===== config.mk =====
export PLATFORM = sky130hd
export DESIGN_NAME = warmboot_sequencer
export DESIGN_NICKNAME = d
export VERILOG_FILES = /design/src/rtl/warmboot_pkg.sv /design/src/rtl/cycle_timer.sv /design/src/rtl/warmboot_sequencer.sv
export SDC_FILE = /design/constraint.sdc
export NUM_CORES = 1
export LEC_CHECK = 0
export ABC_AREA = 1
export CORE_ASPECT_RATIO = 0.75
export CORE_MARGIN = 1.5
export CORE_UTILIZATION = 59
export CTS_CLUSTER_DIAMETER = 80
export DETAILED_ROUTE_END_ITERATION = 16
export PLACE_DENSITY = 0.8
export RECOVER_POWER = 100
export SLEW_MARGIN = 40
export SYNTH_ARGS = -nofsm -noshare
export SYNTH_HDL_FRONTEND = slang
export SYNTH_SLANG_ARGS = --single-unit

===== constraint.sdc =====
create_clock -name clk -period 2.2 [get_ports clk]
set_clock_uncertainty 0.15 [all_clocks]
set_input_delay 0.33 -clock clk [delete_from_list [all_inputs] [get_ports clk]]
set_output_delay 0.33 -clock clk [all_outputs]
set_load 0.1 [all_outputs]

===== src/rtl/warmboot_pkg.sv =====
// Shared types and constants for the warmboot sequencer and its timer.
// Pure declarations: no latency and no flow control.
package warmboot_pkg;

    typedef enum logic [2:0] {
        LOCKWAIT = 3'd0,
        RUN      = 3'd1,
        DETACH   = 3'd2,
        SETUP    = 3'd3,
        FIRE     = 3'd4,
        HALT     = 3'd5
    } wb_state_t;

    typedef logic [1:0] image_t;

    localparam int MAX_IMAGES = 4;

    function automatic int max_int(input int a, input int b);
        return (a > b) ? a : b;
    endfunction

endpackage


===== src/rtl/cycle_timer.sv =====
// Saturating up-counter with combinational done flag (count == limit).
// The flag is valid in the same cycle as count; clear takes priority over enable.
module cycle_timer #(
    parameter int WIDTH = 8
) (
    input  logic             clk,
    input  logic             reset_n,
    input  logic             clear,
    input  logic             enable,
    input  logic [WIDTH-1:0] limit,
    output logic             done
);

    logic [WIDTH-1:0] count;

    assign done = (count == limit);

    always_ff @(posedge clk) begin
        if (!reset_n) begin
            count <= '0;
        end else if (clear) begin
            count <= '0;
        end else if (enable && !done) begin
            count <= count + 1'b1;
        end
    end

endmodule


===== src/rtl/warmboot_sequencer.sv =====
// Power-up and multi-image warmboot sequencer between the PLL/SB_WARMBOOT and the core.
// Boot fires 1+DETACH+SETUP+1 edges after an accepted request; once committed, inputs are ignored.
module warmboot_sequencer
    import warmboot_pkg::*;
#(
    parameter int NUM_IMAGES         = 4,
    parameter int DEFAULT_IMAGE      = 1,
    parameter int LOCK_STABLE_CYCLES = 1024,
    parameter int DETACH_CYCLES      = 1200000,
    parameter int SETUP_CYCLES       = 2
) (
    input  logic       clk,
    input  logic       reset_n,
    input  logic       pll_lock,
    input  logic       boot_req,
    input  logic [1:0] boot_image,
    output logic       boot_ack,
    output logic       boot_err,
    output logic       busy,
    output logic       core_reset,
    output logic       usb_pu,
    output logic       usb_tx_inhibit,
    output logic [1:0] wb_s,
    output logic       wb_boot
);

    localparam int CNT_W = $clog2(max_int(LOCK_STABLE_CYCLES, DETACH_CYCLES) + 1);
    localparam int NIMG  = (NUM_IMAGES > MAX_IMAGES) ? MAX_IMAGES : NUM_IMAGES;
    localparam image_t DEF_IMG = image_t'(DEFAULT_IMAGE);

    // The timer starts at 0 on state entry, so a state lasting N cycles terminates at N-1.
    localparam logic [CNT_W-1:0] LOCK_LIM   = CNT_W'(LOCK_STABLE_CYCLES - 1);
    localparam logic [CNT_W-1:0] DETACH_LIM = CNT_W'(DETACH_CYCLES - 1);
    localparam logic [CNT_W-1:0] SETUP_LIM  = CNT_W'(SETUP_CYCLES - 1);

    wb_state_t        state;
    logic             t_done;
    logic             t_clear;
    logic             t_enable;
    logic [CNT_W-1:0] t_limit;
    logic             img_ok;
    logic             state_exit;

    assign img_ok = (int'(boot_image) < NIMG);

    always_comb begin
        t_limit    = '0;
        t_enable   = 1'b0;
        state_exit = 1'b0;
        case (state)
            LOCKWAIT: begin
                t_limit    = LOCK_LIM;
                t_enable   = pll_lock;
                state_exit = pll_lock && t_done;
            end
            RUN:    state_exit = !pll_lock || (boot_req && img_ok);
            DETACH: begin
                t_limit    = DETACH_LIM;
                t_enable   = 1'b1;
                state_exit = t_done;
            end
            SETUP: begin
                t_limit    = SETUP_LIM;
                t_enable   = 1'b1;
                state_exit = t_done;
            end
            FIRE:    state_exit = 1'b1;
            default: state_exit = 1'b0;
        endcase
    end

    // A lock dropout during qualification restarts the stability count.
    assign t_clear = state_exit || (state == LOCKWAIT && !pll_lock);

    cycle_timer #(.WIDTH(CNT_W)) u_timer (
        .clk     (clk),
        .reset_n (reset_n),
        .clear   (t_clear),
        .enable  (t_enable),
        .limit   (t_limit),
        .done    (t_done)
    );

    always_ff @(posedge clk) begin
        if (!reset_n) begin
            state          <= LOCKWAIT;
            core_reset     <= 1'b1;
            usb_pu         <= 1'b0;
            usb_tx_inhibit <= 1'b1;
            wb_s           <= DEF_IMG;
            wb_boot        <= 1'b0;
            boot_ack       <= 1'b0;
            boot_err       <= 1'b0;
            busy           <= 1'b1;
        end else begin
            boot_ack <= 1'b0;
            boot_err <= 1'b0;
            case (state)
                LOCKWAIT: begin
                    if (pll_lock && t_done) begin
                        state          <= RUN;
                        core_reset     <= 1'b0;
                        usb_pu         <= 1'b1;
                        usb_tx_inhibit <= 1'b0;
                        busy           <= 1'b0;
                    end
                end
                RUN: begin
                    if (!pll_lock) begin
                        state          <= LOCKWAIT;
                        core_reset     <= 1'b1;
                        usb_pu         <= 1'b0;
                        usb_tx_inhibit <= 1'b1;
                        wb_s           <= DEF_IMG;
                        busy           <= 1'b1;
                    end else if (boot_req && img_ok) begin
                        state          <= DETACH;
                        wb_s           <= boot_image;
                        boot_ack       <= 1'b1;
                        usb_pu         <= 1'b0;
                        usb_tx_inhibit <= 1'b1;
                        busy           <= 1'b1;
                    end else if (boot_req) begin
                        boot_err <= 1'b1;
                    end
                end
                DETACH: if (t_done) state <= SETUP;
                SETUP:  if (t_done) state <= FIRE;
                FIRE: begin
                    wb_boot <= 1'b1;
                    state   <= HALT;
                end
                HALT:    state <= HALT;
                default: state <= LOCKWAIT;
            endcase
        end
    end

endmodule


==> results.cfg <==
[run_status]
status = finished, final reports clean

[clock_network]
cts_tree = done
root_buffer = clkbuf_8
cts_buffers = 5
cts_buffer_depth = 2
post_cts_resized = 0
clk_pin_slew_ns = 0.06
htreeDepth = 2
clk_latency_ns = 0.28
clock_sinks = 31
cts_hold_buf = 0
post_cts_buffers = 0

[timing]
hold_slack_ns = 0.323
layout_min_cycle_time_ns = 2.01
fin_tns_setup_ns = 0
setup_viol = 0
slew_headroom_pct = 64.6
layout_setup_ws_ns = 0.194
rsz0062_at_grt = false
worst_pin_slew_ns = 0.528
final_max_slew_viol_count = 0
finalHoldViolations = 0
finalCritPeriodShare_pct = 91.2
max_freq_mhz = 499

[drt]
viasPerCell = 5.44
num_vias = 2022
wl_per_cell_um = 13.2
drt_iter0_drc = 234
drt_first_pass_iters = 5
remaining_drc_errors = 0
ant_nets = 0
wl_um = 4920

[logic_synthesis]
async_flop_share_pct = 0
ys_seq_area_share_pct = 29.3
netlist_area_mm2 = 0.00211
yosysWarnings = 0
syn_nets = 326
avgSynthCellArea_um2 = 6.63
synth_edf_count = 0
synthFlopType = dfxtp_1
synthCells = 319
synth_cell_types = 34
ys_ff_latch = 31

[die]
die_y_um = 54.8
die_area_mm2 = 0.00396
num_rows = 18
die_w_um = 72.1
io_pins = 15
core_mm2 = 0.00336
start_util_pct = 63.0

[pwr]
p_leak_nw = 0.957
peakVddDrop_v = 0.000406
power_density_mw_per_mm2 = 478

[finish]
fill_cells = 313
multi_input_area_mm2 = 0.00120
fin_nets = 339
instances_no_fill = 372
drive_above_1_share_pct = 13.6
layout_commonest_cell = nand2_1
seq_area_um2 = 621
layout_common_cells = nand2_1 (88), nor2_1 (43), inv_1 (33), dfxtp_1 (31), nand3_1 (23)
antenna_cells = 0
synthToLayoutAreaGrowth_pct = 6.69

[setup_path]
end_kind = flop
cp.required_ns = 2.27
worstSetupStartpointType = flop
cp.arrival_ns = 2.07
crit_type = flop to flop
crit_fanout = 21

[global_routing]
grt.total_usage_pct = 27.6
grt_first_pass_wirelength_um = 8220
first_global_vias = 1636
antenna_found_initial = 0
overflow = 0
grt_max_degree = 22

[place]
routabilityCongestion = 0.951
place_ws_ns = 0.146
portBuffers = 13
placed_cells = 365
dp_hpwl_um = 3680

[run]
cap_violations = 0

[min_path]
hp-class = flop to flop
worst paths after layout:
kind	from	to	slack, ns	depth (start not counted)
worst min-delay path	wb_s[1]$_SDFFE_PN0P_	wb_s[1]$_SDFFE_PN0P_	0.32	1
worst max register to register	state[1]$_SDFFE_PN0P_	u_timer.count[2]$_SDFFE_PP0P_	0.19	10
worst max-delay path	state[1]$_SDFFE_PN0P_	u_timer.count[2]$_SDFFE_PP0P_	0.19	10
worst min register to register	wb_s[1]$_SDFFE_PN0P_	wb_s[1]$_SDFFE_PN0P_	0.32	1
critical path, cell delays in order, from the launching register on:
cell     delay [ns]
dfxtp_1        0.55
nand3_1        0.22
nand2_1        0.15
nand2_1        0.09
nand2_2        0.07
nor2_1         0.05
nand3_2        0.10
nand2_4        0.08
inv_4          0.18
o21ai_0        0.16
a21oi_2        0.14
report_power, final:
part / switching (W) / leakage [nW] / internal, W / total [W]
combinational: 0.0000441 / 0.660 / 0.0000229 / 0.0000670
sequential: 0.00000207 / 0.250 / 0.000562 / 0.000565
clock: 0.000203 / 0.0470 / 0.000245 / 0.000448
total: 0.000249 / 0.957 / 0.000830 / 0.00108
registers in the layout, summed over array words and instances, names as in the netlist:
name and flops:
wb_s 2, core_reset 1, usb_tx_inhibit 1, boot_ack 1, state 3, usb_pu 1, wb_boot 1, u_timer.count 21
cell type report:
type	instances	share of cell area, %
clock buffer	6	3.66
inverter	37	6.27
clock inverter	1	0.222
tap	40	2.22
multi-input combinational	239	53.4
timing repair buffer	18	6.77
sequential	31	27.5
kinds of logic (layout without fill, tap and decap cells):
kind of cell	after synthesis	after routing	share of synthesized area, %
buf+inv	49	62	11.5
xor+xnor	18	18	7.46
fa+ha+maj	1	1	0.592
simple gates	182	182	37.9
other cells	1	1	0.177
compound gates	37	37	13.1
flops	31	31	29.3
metrics by stage:
step | util, % | power (W) | cell area (um2)
final | 67.2 | 0.00108 | 2260
after global routing | 67.2 | 0.00112 | 2260
after CTS | 69.2 | 0.00109 | 2320
after detailed placement | 66.6 | 0.000647 | 2240
after global placement | 66.6 | 0.000646 | 2240
after floorplan | - | 0.000631 | 2110
synthesized netlist by cell type, types with 2 or more instances:
cell type	number	share of area [%]
inv_1	33	5.9
nor2_4	2	1.1
xor2_1	13	5.4
nor2_1	42	7.5
buf_2	3	0.71
nand2_1	87	15
nor3_1	8	1.9
nand4_1	6	1.8
o21ai_0	6	1.4
nand3_1	23	5.4
buf_4	2	0.71
a21oi_1	6	1.4
buf_6	6	3.2
a21oi_2	20	8.3
dfxtp_1	31	29
nand2_2	6	1.8
inv_2	2	0.36
nor2_2	3	0.89
xnor2_1	5	2.1
metal layers:
layer	vias up	global-route usage [%]	routed length (um)
met3	2	6.45	484
met4	0	3.77	20
met2	81	37.8	1960
met1	904	43.4	2460
met5	-	0	0
li1	1035	-	-
Power figures use the tool's default switching activity.
